[src/rtl/argmax_collector_if.sv]
`default_nettype none
// ============================================================================
// Module   : argmax_collector_if
// Purpose  : Score stream handshake and argmax result bundle.
// Revision : 1.0 - initial release
// ============================================================================
interface argmax_collector_if #(
    parameter int DATA_W = 16,
    parameter int IDX_W  = 4
);
    logic                     start;
    logic                     in_valid;
    logic signed [DATA_W-1:0] in_data;
    logic                     in_ready;
    logic        [IDX_W-1:0]  class_idx;
    logic signed [DATA_W-1:0] max_score;
    logic                     valid_all;
    logic                     busy;

    modport master (
        output start, in_valid, in_data,
        input  in_ready, class_idx, max_score, valid_all, busy
    );

    modport slave (
        input  start, in_valid, in_data,
        output in_ready, class_idx, max_score, valid_all, busy
    );
endinterface
`default_nettype wire

[src/rtl/argmax_collector.sv]
`default_nettype none
// ============================================================================
// Module   : argmax_collector
// Purpose  : Streams NUM_CLASSES signed scores and reports the argmax.
// Revision : 1.0 - initial release
// ============================================================================
module argmax_collector #(
    parameter int NUM_CLASSES = 10,
    parameter int DATA_W      = 16,
    parameter int IDX_W       = 4
) (
    input wire logic          clk,
    input wire logic          rst_n,
    argmax_collector_if.slave bus
);

    typedef enum logic [1:0] {
        S_IDLE    = 2'd0,
        S_COLLECT = 2'd1,
        S_DONE    = 2'd2
    } state_t;

    localparam logic [IDX_W-1:0] C_LAST = IDX_W'(NUM_CLASSES - 1);

    state_t                   r_state;
    state_t                   w_state_nxt;
    logic        [IDX_W-1:0]  r_cnt;
    logic                     r_have;
    logic signed [DATA_W-1:0] r_run_max;
    logic        [IDX_W-1:0]  r_run_idx;
    logic        [IDX_W-1:0]  r_class_idx;
    logic signed [DATA_W-1:0] r_max_score;
    logic                     r_valid_all;

    logic                     w_collect;
    logic                     w_accept;
    logic                     w_last;
    logic                     w_take;
    logic signed [DATA_W-1:0] w_new_max;
    logic        [IDX_W-1:0]  w_new_idx;

    assign w_collect = (r_state == S_COLLECT);
    assign w_accept  = w_collect && bus.in_valid;
    assign w_last    = (r_cnt == C_LAST);
    // Strict greater-than keeps the earliest index on ties.
    assign w_take    = !r_have || (bus.in_data > r_run_max);
    assign w_new_max = w_take ? bus.in_data : r_run_max;
    assign w_new_idx = w_take ? r_cnt : r_run_idx;

    always_comb begin
        w_state_nxt = r_state;
        case (r_state)
            S_IDLE:    if (bus.start)           w_state_nxt = S_COLLECT;
            S_COLLECT: if (w_accept && w_last)  w_state_nxt = S_DONE;
            S_DONE:    if (bus.start)           w_state_nxt = S_COLLECT;
            default:                            w_state_nxt = S_IDLE;
        endcase
    end

    always_ff @(posedge clk) begin
        if (!rst_n) begin
            r_state <= S_IDLE;
        end else begin
            r_state <= w_state_nxt;
        end
    end

    always_ff @(posedge clk) begin
        if (!rst_n) begin
            r_cnt       <= '0;
            r_have      <= 1'b0;
            r_run_max   <= '0;
            r_run_idx   <= '0;
            r_class_idx <= '0;
            r_max_score <= '0;
            r_valid_all <= 1'b0;
        end else begin
            if (!w_collect && bus.start) begin
                r_cnt       <= '0;
                r_have      <= 1'b0;
                r_valid_all <= 1'b0;
            end
            if (w_accept) begin
                r_run_max <= w_new_max;
                r_run_idx <= w_new_idx;
                r_have    <= 1'b1;
                if (w_last) begin
                    // Result includes the final sample itself.
                    r_class_idx <= w_new_idx;
                    r_max_score <= w_new_max;
                    r_valid_all <= 1'b1;
                end else begin
                    r_cnt <= r_cnt + 1'b1;
                end
            end
        end
    end

    assign bus.in_ready  = w_collect;
    assign bus.busy      = w_collect;
    assign bus.class_idx = r_class_idx;
    assign bus.max_score = r_max_score;
    assign bus.valid_all = r_valid_all;

endmodule
`default_nettype wire

[src/flat_wrapper.sv]
// flat-port wrapper written by rule: the top's interface ports become plain ports
module argmax_collector_flat 
#(
    parameter int NUM_CLASSES = 10,
    parameter int DATA_W      = 16,
    parameter int IDX_W       = 4
)
  (clk, rst_n, bus_start, bus_in_valid, bus_in_data, bus_in_ready, bus_class_idx, bus_max_score, bus_valid_all, bus_busy);
  argmax_collector_if #(.DATA_W(DATA_W), .IDX_W(IDX_W)) bus_i ();
  input wire logic clk;
  input wire logic rst_n;
  input wire logic [$bits(bus_i.start)-1:0] bus_start;
  input wire logic [$bits(bus_i.in_valid)-1:0] bus_in_valid;
  input wire logic [$bits(bus_i.in_data)-1:0] bus_in_data;
  output wire logic [$bits(bus_i.in_ready)-1:0] bus_in_ready;
  output wire logic [$bits(bus_i.class_idx)-1:0] bus_class_idx;
  output wire logic [$bits(bus_i.max_score)-1:0] bus_max_score;
  output wire logic [$bits(bus_i.valid_all)-1:0] bus_valid_all;
  output wire logic [$bits(bus_i.busy)-1:0] bus_busy;
  assign bus_i.start = bus_start;
  assign bus_i.in_valid = bus_in_valid;
  assign bus_i.in_data = bus_in_data;
  assign bus_in_ready = bus_i.in_ready;
  assign bus_class_idx = bus_i.class_idx;
  assign bus_max_score = bus_i.max_score;
  assign bus_valid_all = bus_i.valid_all;
  assign bus_busy = bus_i.busy;
  argmax_collector #(.NUM_CLASSES(NUM_CLASSES), .DATA_W(DATA_W), .IDX_W(IDX_W)) u_core (.clk(clk), .rst_n(rst_n), .bus(bus_i));
endmodule
[config.mk]
export PLATFORM = sky130hd
export DESIGN_NAME = argmax_collector_flat
export DESIGN_NICKNAME = d
export VERILOG_FILES = /design/src/rtl/argmax_collector_if.sv /design/src/rtl/argmax_collector.sv /design/src/flat_wrapper.sv
export SDC_FILE = /design/constraint.sdc
export NUM_CORES = 1
export LEC_CHECK = 0
export ABC_CLOCK_PERIOD_IN_PS = 4400
export BUFFER_PORTS_ARGS = -buffer_cell sky130_fd_sc_hd__buf_2
export CORE_MARGIN = 5
export CORE_UTILIZATION = 58
export DETAILED_ROUTE_END_ITERATION = 7
export PLACE_DENSITY_LB_ADDON = 0.2
export SLEW_MARGIN = 20
export SYNTH_ARGS = -nofsm -noshare
export SYNTH_HDL_FRONTEND = slang
export SYNTH_SLANG_ARGS = --single-unit
[constraint.sdc]
create_clock -name clk -period 4.4 [get_ports clk]
set_input_delay 0.66 -clock clk [delete_from_list [all_inputs] [get_ports clk]]
set_output_delay 0.66 -clock clk [all_outputs]
set_load 0.05 [all_outputs]
; After elaboration in Yosys (flattened, before gate mapping)
; Index checks and enable logic that the tools add are counted.
[word_totals]
register_bits = 48
output_inout_bits = 23
word_cells = 39
[classes]
n_eq_ne = 5
reduce_logical = 11
muxes = 13
n_lt_le_gt_ge = 1
add_sub_neg = 1
[op_table]
columns = cell, n
row1 = 16-bit > comparator, 1
row2 = 16-bit two-way mux, 1
row3 = 4-bit two-way mux, 4
row4 = 1-bit two-way mux, 5
row5 = 4-bit by 1-bit adder with 4-bit output (second input constant), 1
row6 = 4-bit equality test (second input constant), 1
row7 = 2-bit two-way mux, 2
row8 = 2-bit one-hot mux with 2 select lines, 1
row9 = 2-bit AND reduction, 2
row10 = 1-bit logical AND, 3
row11 = 2-bit by 1-bit equality test with 1-bit output (second input constant), 1
row12 = 2-bit equality test (second input constant), 1
row13 = 1-bit logical NOT, 2
row14 = 2-bit logical NOT, 1
row15 = 2-bit by 1-bit != test with 1-bit output (second input constant), 1
row16 = 2-bit != test (second input constant), 1
row17 = 2-bit nonzero test, 1
row18 = 2-bit OR reduction, 1
row19 = 1-bit logical OR, 1

; Depth between registers and ports, before layout
; Gate-level depths: netlist (run 1).
[depth]
depth_word = 6
ltp_mapped = 10
ltp_nobuf = 8

; Worst setup path before layout (run 1)
; No wires, ideal clock.
[synth_timing]
path_type = input to register
start = input bus_in_data[15]
end = register u_core.r_max_score[7] (netlist: u_core.bus.max_score[7])
t_required_ps = 4264
arrival_time_ps = 2409
cell_stages = 9
path_slack_ps = 1854
path_cell_list = ha_1 > nand4_2 > nor4_4 > a21oi_1 > and3_1 > buf_6 > buf_6 > o31ai_2 > a31oi_1
[synth_between]
elab_chain_cells = 3
[synth_rtl]
columns = element, line_no
row1 = from (decl), flat_wrapper.sv:14  ; input wire logic [$bits(bus_i.in_data)-1:0] bus_in_data;
row2 = 16-bit > comparator, argmax_collector.sv:46  ; assign w_take = !r_have || (bus.in_data > r_run_max);
row3 = 1-bit logical OR, argmax_collector.sv:46
row4 = 16-bit two-way mux, argmax_collector.sv:47  ; assign w_new_max = w_take ? bus.in_data : r_run_max;
row5 = to (signal assigned), argmax_collector.sv:90  ; r_max_score <= w_new_max;
row6 = to (decl), argmax_collector.sv:32  ; logic signed [DATA_W-1:0] r_max_score;
; Every way passes these cells.
; A chain may end at the register's enable or synchronous reset.

; Final worst setup path (run 1)
[layout_timing]
start = input bus_in_data[15]
end = register u_core.r_max_score[0] (netlist: u_core.bus.max_score[0])
; Same word-level chain as after synthesis.

==> out/qor.txt, run 1 <==
==========================================================================================
Initial core utilization ....................................................        61.1%
Cell depth of the worst flop-to-flop path ...................................            8
Post-Synth Simple-Gate Area .................................................        18.9%
Status ......................................................................    completed
Post-cts resize count .......................................................            0
Nets ........................................................................          383
GP Congestion ...............................................................        0.792
Floorplan Core Area .........................................................     4440 um2
GRT Residual Overflow .......................................................            0
Maximum number of pins on one net before global-route repair ................           68
Register clock-pin slew on the reported worst setup and hold paths ..........      0.09 ns
Via count of the first global-routing pass ..................................         2255
Source of the worst hold timing path ........................................ u_core.r_run_idx[2]
Diode count .................................................................            0
Number of rows created at floorplan .........................................           24
Compound-Gate Fraction of Synth Area ........................................        21.9%
Remaining routing DRC violations ............................................            0
Via-to-Cell Ratio ...........................................................         5.93
Full die area ...............................................................     6150 um2
Post-DP HPWL ................................................................      4.14 mm
Leakage Power ...............................................................      1.19 nW
Critical path fanouts, max ..................................................           19
Global Route Usage Sum ......................................................        21.0%
TritonCTS Buffers ...........................................................            5
CP delay by family, top ..................................................... compound AO/OA/AOI/OAI gates
Most area-consuming cells after synthesis ................................... sky130_fd_sc_hd__dfxtp_1 35%, sky130_fd_sc_hd__ha_1 8.3%, sky130_fd_sc_hd__nand2_1 7.6%, sky130_fd_sc_hd__mux2i_1 7.4%, sky130_fd_sc_hd__o31ai_2 5.1%
Number of cells on the worst hold path ......................................            2
Final min period ............................................................      2.93 ns
Share of the synthesized area in the top cell type ..........................        35.4%
Number of antenna violations at the first check in global routing ...........            0
Slowest stage cell on the critical path ..................................... sky130_fd_sc_hd__o211a_1
Synthesized instance count ..................................................          316
Final routed wirelength across all metal layers .............................      6.11 mm
Kind of start point of the critical path .................................... primary input
Final max-slew violation count ..............................................            0
Cell area after technology mapping ..........................................     2720 um2
Crit path largest cell delay ................................................      0.70 ns
Hold violation count in the final report ....................................            0
Area growth from synthesis to final layout ..................................        9.03%
Mux contribution to synthesized area ........................................        7.37%
Total via count in the routed design ........................................         2353
Number of levels the H-tree was split into ..................................            2
Minimum setup slack among reg-to-reg paths ..................................      1.52 ns
Area of the multi-input gates ...............................................     1550 um2
Max rail drop VDD ...........................................................     0.173 mV
Register bit count reported by yosys ........................................           48
Source-to-sink clock delay at the later pin of the worst-skew pair ..........      0.30 ns
Setup CP Type ...............................................................    in -> reg
Die boundary height .........................................................      78.4 um
Post-synthesis net count ....................................................          354
Overall die width ...........................................................      78.4 um
CTS tree ....................................................................        built
Placed cells ................................................................          390
Fin cells ...................................................................          397
Count of final setup violators ..............................................            0
Num ports ...................................................................           43
Number of buffer and inverter instances along the worst setup path ..........            1
FF+latch area ...............................................................      961 um2
Unrepaired setup endpoints after global routing .............................           no
Portion of the clock cycle consumed by the worst path in the final layout ...        66.5%
Number of sinks driven by the clock tree ....................................           48
Count of nets left with antenna violations after detail routing .............            0
Dominant combinational cell family by area after synthesis .................. compound AO/OA/AOI/OAI gates
CP required .................................................................      4.60 ns
Max-capacitance violation count .............................................            0
Worst EP arrival ............................................................      3.12 ns
Ratio of cells with drive above 1 in the final layout .......................        19.7%
Sort of element at the end of the critical path .............................    flip-flop
Sequential cell area fraction in the yosys report ...........................        35.4%
Endpoint, Worst Hold ........................................................ u_core.r_run_idx[2]
Library cell occupying the most area in the post-synthesis netlist .......... sky130_fd_sc_hd__dfxtp_1
Min-Delay Path Class ........................................................   reg -> reg
DR pass1 iterations .........................................................            4
List of cells traversed by the critical path ................................ buf_2 -> ha_1 -> nand4_2 -> nor4_4 -> a211o_2 -> o211a_1 -> o31ai_2 -> o221a_1
Share of synthesized cell area in full adder, half adder and majority cells .        8.29%
Endpoint of the worst-slack reg-to-reg timing path .......................... u_core.bus.max_score[0]
Share of the synthesized netlist area taken by xor and xnor gates ...........       0.322%
Power density cells .........................................................   299 nW/um2
Clock tree root buffer cell ................................................. sky130_fd_sc_hd__clkbuf_8
Filler cell count in the final layout .......................................          386
Maximum buffer depth of the clock tree ......................................            2
Slew at the pin closest to its max-slew limit ...............................      1.02 ns
First-pass GRT wire length ..................................................      10.6 mm
Clock tree skew after final layout ..........................................   0.00428 ns
Source of the worst register-to-register timing path ........................ u_core.r_run_max[15]
Max-Slew Margin vs Limit ....................................................        31.7%
Post-detailed-route wirelength per cell .....................................      15.4 um
Count of hold-fix buffers inserted at cts ...................................            0
Input/output buffers ........................................................           42
Warnings, synthesis .........................................................            0
Postcts setup bufs ..........................................................            0
Distinct cell type count of the synthesized netlist .........................           44
Post-Syn Area per Cell ......................................................     8.60 um2
Maximum operating frequency .................................................    0.342 GHz
Total negative slack ........................................................         0 ns
Iteration-0 DRC Markers .....................................................          208
==========================================================================================
==> worst min-delay path: cells and delay by family (launching register included) <==
family	cells	cell delay [ns]
muxes	1	0.05
DFF	1	0.31
and+or+nand+nor	1	0.05
==> flip-flops by register name, indices dropped and copies added, names as in the netlist <==
signal	cells
u_core.bus.class_idx	4
u_core.r_state	2
u_core.r_run_idx	4
u_core.bus.valid_all	1
u_core.r_cnt	4
u_core.bus.max_score	16
u_core.r_have	1
u_core.r_run_max	16
==> cells in the final DEF (no fill, tap or decap), drive strengths merged, types with 2 or more instances in the layout <==
master / instances
a21boi: 2
nand2b: 2
mux2i: 20
a31oi: 19
nand2: 55
nor3b: 2
clkinv: 2
dfxtp: 48
o211ai: 2
inv: 20
clkbuf: 6
a21oi: 10
buf: 45
o31ai: 18
o221a: 2
nand3: 4
o21ai: 21
and2: 5
nor3: 3
nor2: 4
a21o: 2
ha: 18
nand4: 21
and3: 2
==> cell type report <==
class / instances / area share (%)
Clock buffer: 6 / 2.45
Timing Repair Buffer: 45 / 7.86
Tap cell: 52 / 2.20
Clock inverter: 1 / 0.169
Inverter: 21 / 2.66
Sequential cell: 48 / 32.4
Multi-Input combinational cell: 224 / 52.2
==> Yosys cell counts (all sizes together) <==
library cell	n
xor2	1
a211o	1
mux2i	20
inv	20
a21boi	2
a21oi	10
nor2b	1
and2	5
or3	1
nor2	4
o21bai	1
o21a	1
nand4	21
clkinv	1
o22ai	1
nor4	1
o211ai	2
o211a	1
nand2	55
nor3b	2
clkbuf	12
ha	18
o221a	2
a31oi	19
nand2b	2
and3b	1
and3	2
a211oi	1
buf	11
nand3	4
a21o	2
o21ai	21
o31ai	18
o221ai	1
nor3	3
dfxtp	48
==> cell families after synthesis <==
group / after synthesis
flops: 48
fa+ha+maj: 18
simple gates: 102
compound gates: 83
xor+xnor: 1
buf+inv: 44
mux: 20
==> routing by layer <==
metal / up-vias / wire, um / global-route usage (%)
met2: 63 / 2780 / 36.0
met3: 11 / 297 / 3.43
li1: 1200 / - / -
met1: 1079 / 2910 / 26.9
met4: 0 / 123 / 7.17
met5: - / 0 / 0
==> worst max path at each step <==
stage | from | to | slack (ns) | cells past startpoint
floorplan | bus_in_data[15] | u_core.bus.max_score[7] | 1.85 | 9
global placement | bus_in_data[15] | u_core.bus.max_score[0] | 1.27 | 8
finish | bus_in_data[15] | u_core.bus.max_score[0] | 1.47 | 8
detailed placement | bus_in_data[15] | u_core.bus.max_score[0] | 1.21 | 8
global route | bus_in_data[15] | u_core.bus.max_score[5] | 1.33 | 8
CTS | bus_in_data[15] | u_core.bus.max_score[0] | 1.51 | 8
==> power by group <==
group          total (mW)  internal [mW]  switching (mW)
registers           0.460          0.447          0.0132
logic               0.174         0.0577           0.116
clock network       0.250          0.108           0.142
==> through the flow <==
stage	instance area [um2]	hold WS [ns]	setup slack [ns]	total power [mW]	util, %
finish	2960	0.461	1.47	0.884	66.6
global route	2960	0.481	1.33	0.930	66.6
CTS	2960	0.459	1.51	0.888	66.6
detailed placement	2880	0.442	1.21	0.641	64.9
global placement	2880	0.443	1.27	0.638	64.9
floorplan	2720	0.430	1.85	0.607	-
(Power assumes the default switching activity.)
==> run 2: changes to the inputs <==
--- a/config.mk
+++ b/config.mk
@@ -5,10 +5,11 @@
 export SDC_FILE = /design/constraint.sdc
 export NUM_CORES = 1
 export LEC_CHECK = 0
-export ABC_CLOCK_PERIOD_IN_PS = 4400
+export ABC_AREA = 1
+export ABC_CLOCK_PERIOD_IN_PS = 2840
 export BUFFER_PORTS_ARGS = -buffer_cell sky130_fd_sc_hd__buf_2
 export CORE_MARGIN = 5
-export CORE_UTILIZATION = 58
+export CORE_UTILIZATION = 57
 export DETAILED_ROUTE_END_ITERATION = 7
 export PLACE_DENSITY_LB_ADDON = 0.2
 export SLEW_MARGIN = 20
==> constraint.sdc (replaced) <==
create_clock -name clk -period 2.84 [get_ports clk]
set_input_delay 0.426 -clock clk [delete_from_list [all_inputs] [get_ports clk]]
set_output_delay 0.426 -clock clk [all_outputs]
set_load 0.05 [all_outputs]
==> run 2 against run 1 <==
Routed wire length fell by 6.2%. Worst hold slack lost 0.079 ns. Clock-buffer cell count up 2. Sequential share of layout area is 0.83 points lower. Clock skew is 0.0034 ns higher. First-iteration DRC count fell by 13%.
==> out/qor.txt, run 2 <==
========================================================================================
Switching power share of the total ........................................        27.5%   -3.2 points
First-pass GRT wire length ................................................      9.90 mm   -6.4%
Initial core utilization ..................................................        58.4%   -2.7 points
Final max-slew violation count ............................................            0   unchanged
Post-synthesis net count ..................................................          448   +27%
Ratio of cells with drive above 1 in the final layout .....................        18.4%   -1.3 points
Max rail drop VDD .........................................................     0.209 mV   +21%
Max-capacitance violation count ...........................................            0   unchanged
Most instantiated library cell after synthesis ............................ sky130_fd_sc_hd__inv_1
Postcts setup bufs ........................................................            0   unchanged
Synthesized instance count ................................................          410   +30%
Status ....................................................................    completed
Clock group share of total power ..........................................        31.3%   +3.0 points
Placed cells ..............................................................          492   +26%
Area growth from synthesis to final layout ................................        11.0%
Input/output buffers ......................................................           42   unchanged
Count of hold-fix buffers inserted at cts .................................            0   unchanged
Hold violation count in the final report ..................................            0   unchanged
Total via count in the routed design ......................................         2534   +7.7%
Slew at the pin closest to its max-slew limit .............................     0.629 ns   -0.395 ns
Clock tree skew after final layout ........................................   0.00767 ns   +0.00339 ns
Switching Power ...........................................................     0.367 mW   +35%
DR pass1 iterations .......................................................            4   unchanged
Logic gate share of total power ...........................................        15.8%   -3.9 points
Sort of element at the end of the critical path ...........................    flip-flop
Maximum number of pins on one net before global-route repair ..............           42   -38%
CTS tree ..................................................................        built
Sequential cell area fraction in the yosys report .........................        35.1%   -0.29 points
Min setup slack post-route ................................................     0.605 ns   -0.868 ns
Final hold slack ..........................................................     0.382 ns   -0.0786 ns
Library cell occupying the most area in the post-synthesis netlist ........ sky130_fd_sc_hd__dfxtp_1
Nets ......................................................................          483   +26%
Cell-internal power .......................................................     0.969 mW   +58%
Overall die width .........................................................      79.3 um   +1.1%
Count of nets left with antenna violations after detail routing ...........            0   unchanged
Full die area .............................................................     6290 um2   +2.3%
Most common cell after layout, fill and taps aside ........................ sky130_fd_sc_hd__inv_1
Asr flop ratio synth ......................................................           0%   unchanged
Total negative slack ......................................................         0 ns   unchanged
Via count of the first global-routing pass ................................         2325   +3.1%
Final routed wirelength across all metal layers ...........................      5.73 mm   -6.2%
Remaining routing DRC violations ..........................................            0   unchanged
Worst EP arrival ..........................................................      2.44 ns   -0.68 ns
Most frequent cells in the layout ......................................... 73 x sky130_fd_sc_hd__inv_1, 68 x sky130_fd_sc_hd__nand2_1, 66 x sky130_fd_sc_hd__nand3_1, 49 x sky130_fd_sc_hd__nor2_1, 48 x sky130_fd_sc_hd__dfxtp_1
Maximum buffer depth of the clock tree ....................................            2   unchanged
Kind of start point of the critical path ..................................    flip-flop
Unrepaired setup endpoints after global routing ...........................           no
Number of rows created at floorplan .......................................           25   +4.2%
Number of levels the H-tree was split into ................................            2   unchanged
Via-to-Cell Ratio .........................................................         5.07   -14%
Global Route Usage Sum ....................................................        19.3%   -1.8 points
Post-detailed-route wirelength per cell ...................................      11.5 um   -25%
Fin cells .................................................................          500   +26%
GRT Residual Overflow .....................................................            0   unchanged
Diode count ...............................................................            0   unchanged
Portion of the clock cycle consumed by the worst path in the final layout .        78.7%
Worst setup timing slack at the placement stage ...........................     0.429 ns   -0.784 ns
Leakage Power .............................................................      1.62 nW   +37%
Top FF cell, synth ........................................................ sky130_fd_sc_hd__dfxtp_1
Dpl cell area .............................................................     2950 um2   +2.3%
Maximum operating frequency ...............................................    0.447 GHz
Distinct cell type count of the synthesized netlist .......................           24   -45%
Max-Slew Margin vs Limit ..................................................        57.9%   +26 points
Number of sinks driven by the clock tree ..................................           48   unchanged
Cell area after technology mapping ........................................     2740 um2   +0.83%
Count of final setup violators ............................................            0   unchanged
Warnings, synthesis .......................................................            0   unchanged
Power density cells .......................................................   440 nW/um2   +47%
Floorplan Core Area .......................................................     4690 um2   +5.6%
Source-to-sink clock delay at the later pin of the worst-skew pair ........      0.30 ns   about the same
Post-cts resize count .....................................................            0   unchanged
Min-Delay Path Class ......................................................    in -> reg
Cell area after layout ....................................................     3040 um2   +2.6%
Part of the power in registers ............................................        52.8%   +0.8 points
Die boundary height .......................................................      79.3 um   +1.1%
Most area-consuming cells after synthesis ................................. sky130_fd_sc_hd__dfxtp_1 35%, sky130_fd_sc_hd__nand3_1 12%, sky130_fd_sc_hd__inv_1 10%, sky130_fd_sc_hd__nand2_1 9.3%, sky130_fd_sc_hd__ha_1 8.2%
Clock tree root buffer cell ............................................... sky130_fd_sc_hd__clkbuf_8
Post-Syn Area per Cell ....................................................     6.68 um2   -22%
TritonCTS Buffers .........................................................            5   unchanged
Register clock-pin slew on the reported worst setup and hold paths ........      0.09 ns   about the same
Critical path fanouts, max ................................................           20   +1
Post-DP HPWL ..............................................................      3.86 mm   -6.7%
Share of the synthesized area in the top cell type ........................        35.1%   -0.29 points
Num ports .................................................................           43   unchanged
Final min period ..........................................................      2.24 ns
Number of antenna violations at the first check in global routing .........            0   unchanged
Leading cell types by count after synthesis ............................... 73 x sky130_fd_sc_hd__inv_1, 68 x sky130_fd_sc_hd__nand2_1, 66 x sky130_fd_sc_hd__nand3_1, 49 x sky130_fd_sc_hd__nor2_1, 48 x sky130_fd_sc_hd__dfxtp_1
Number of enable flip-flop cells after synthesis ..........................            0   unchanged
Iteration-0 DRC Markers ...................................................          180   -13%
Register bit count reported by yosys ......................................           48   unchanged
Filler cell count in the final layout .....................................          443   +15%
Setup CP Type .............................................................   reg -> reg
GP Congestion .............................................................        0.834   +5.2%
CP required ...............................................................      3.04 ns   -1.56 ns
========================================================================================
## run 2: cell count changes after synthesis, sizes merged, moves of 20 or more
cell / delta
nand2: +36
mux2i: -20
nand4: -20
inv: +55
nor2: +48
nand3: +62
## run 2: kinds of logic after synthesis
group | Yosys count | share of synthesized area, %
flops | 48 | 35.1
compound gates | 38 | 7.86
fa+ha+maj | 18 | 8.22
xor+xnor | 1 | 0.320
buf+inv | 95 | 14.3
simple gates | 210 | 34.3
## run 2: worst max-delay path: stages (launching register included)
cell and delay, ns:
sky130_fd_sc_hd__dfxtp_1 0.34, sky130_fd_sc_hd__inv_1 0.06, sky130_fd_sc_hd__ha_1 0.30, sky130_fd_sc_hd__nand4_1 0.12
sky130_fd_sc_hd__nor2_1 0.19, sky130_fd_sc_hd__nand3_1 0.10, sky130_fd_sc_hd__nor2_1 0.13, sky130_fd_sc_hd__a21oi_2 0.05
sky130_fd_sc_hd__nand2_2 0.07, sky130_fd_sc_hd__nand2_2 0.36, sky130_fd_sc_hd__nand2_2 0.18, sky130_fd_sc_hd__nand3_1 0.11
sky130_fd_sc_hd__nand2_1 0.09, sky130_fd_sc_hd__inv_1 0.04
## run 2: per-layer routing
layer / track usage, % / up-vias / wire (um)
li1: - / 1335 / -
met1: 23.4 / 1143 / 2650
met2: 34.4 / 50 / 2760
met3: 4.20 / 6 / 279
met4: 4.64 / 0 / 51
met5: 0 / - / 0
## run 2: final timing paths
path              slack [ns]                  from  cells past startpoint                       end
setup / recovery        0.60  u_core.r_run_max[14]                     13  u_core.bus.max_score[15]
hold / removal          0.38             bus_start                      3         u_core.r_state[0]
setup reg to reg        0.60  u_core.r_run_max[14]                     13  u_core.bus.max_score[15]
hold reg to reg         0.48  u_core.bus.valid_all                      2      u_core.bus.valid_all
## run 2: through the flow
| stage | power, mW | utilization, % |
|---|---|---|
| 3_3_place_gp | 0.928 | 62.9 |
| 4_1_cts | 1.35 | 64.8 |
| 5_1_grt | 1.41 | 64.8 |
| 3_5_place_dp | 0.932 | 62.9 |
| 2_1_floorplan | 0.880 | - |
| 6_report | 1.34 | 64.8 |
## run 2: final cells by class
class,count,area [um2],share of cell area (%)
clock buffers,8,90.1,2.96
multi-input cells,267,1390,45.7
well taps,54,67.6,2.22
repair buffers,47,248,8.15
flip-flops and latches,48,961,31.6
inverters,76,285,9.39
## run 2: power by group through the flow
stage	registers [mW]	clock network [mW]	logic [mW]
after floorplan	0.719	0	0.161
after global placement	0.721	0	0.207
after detailed placement	0.721	0	0.211
after CTS	0.705	0.434	0.212
after global routing	0.708	0.465	0.240
final	0.705	0.419	0.212
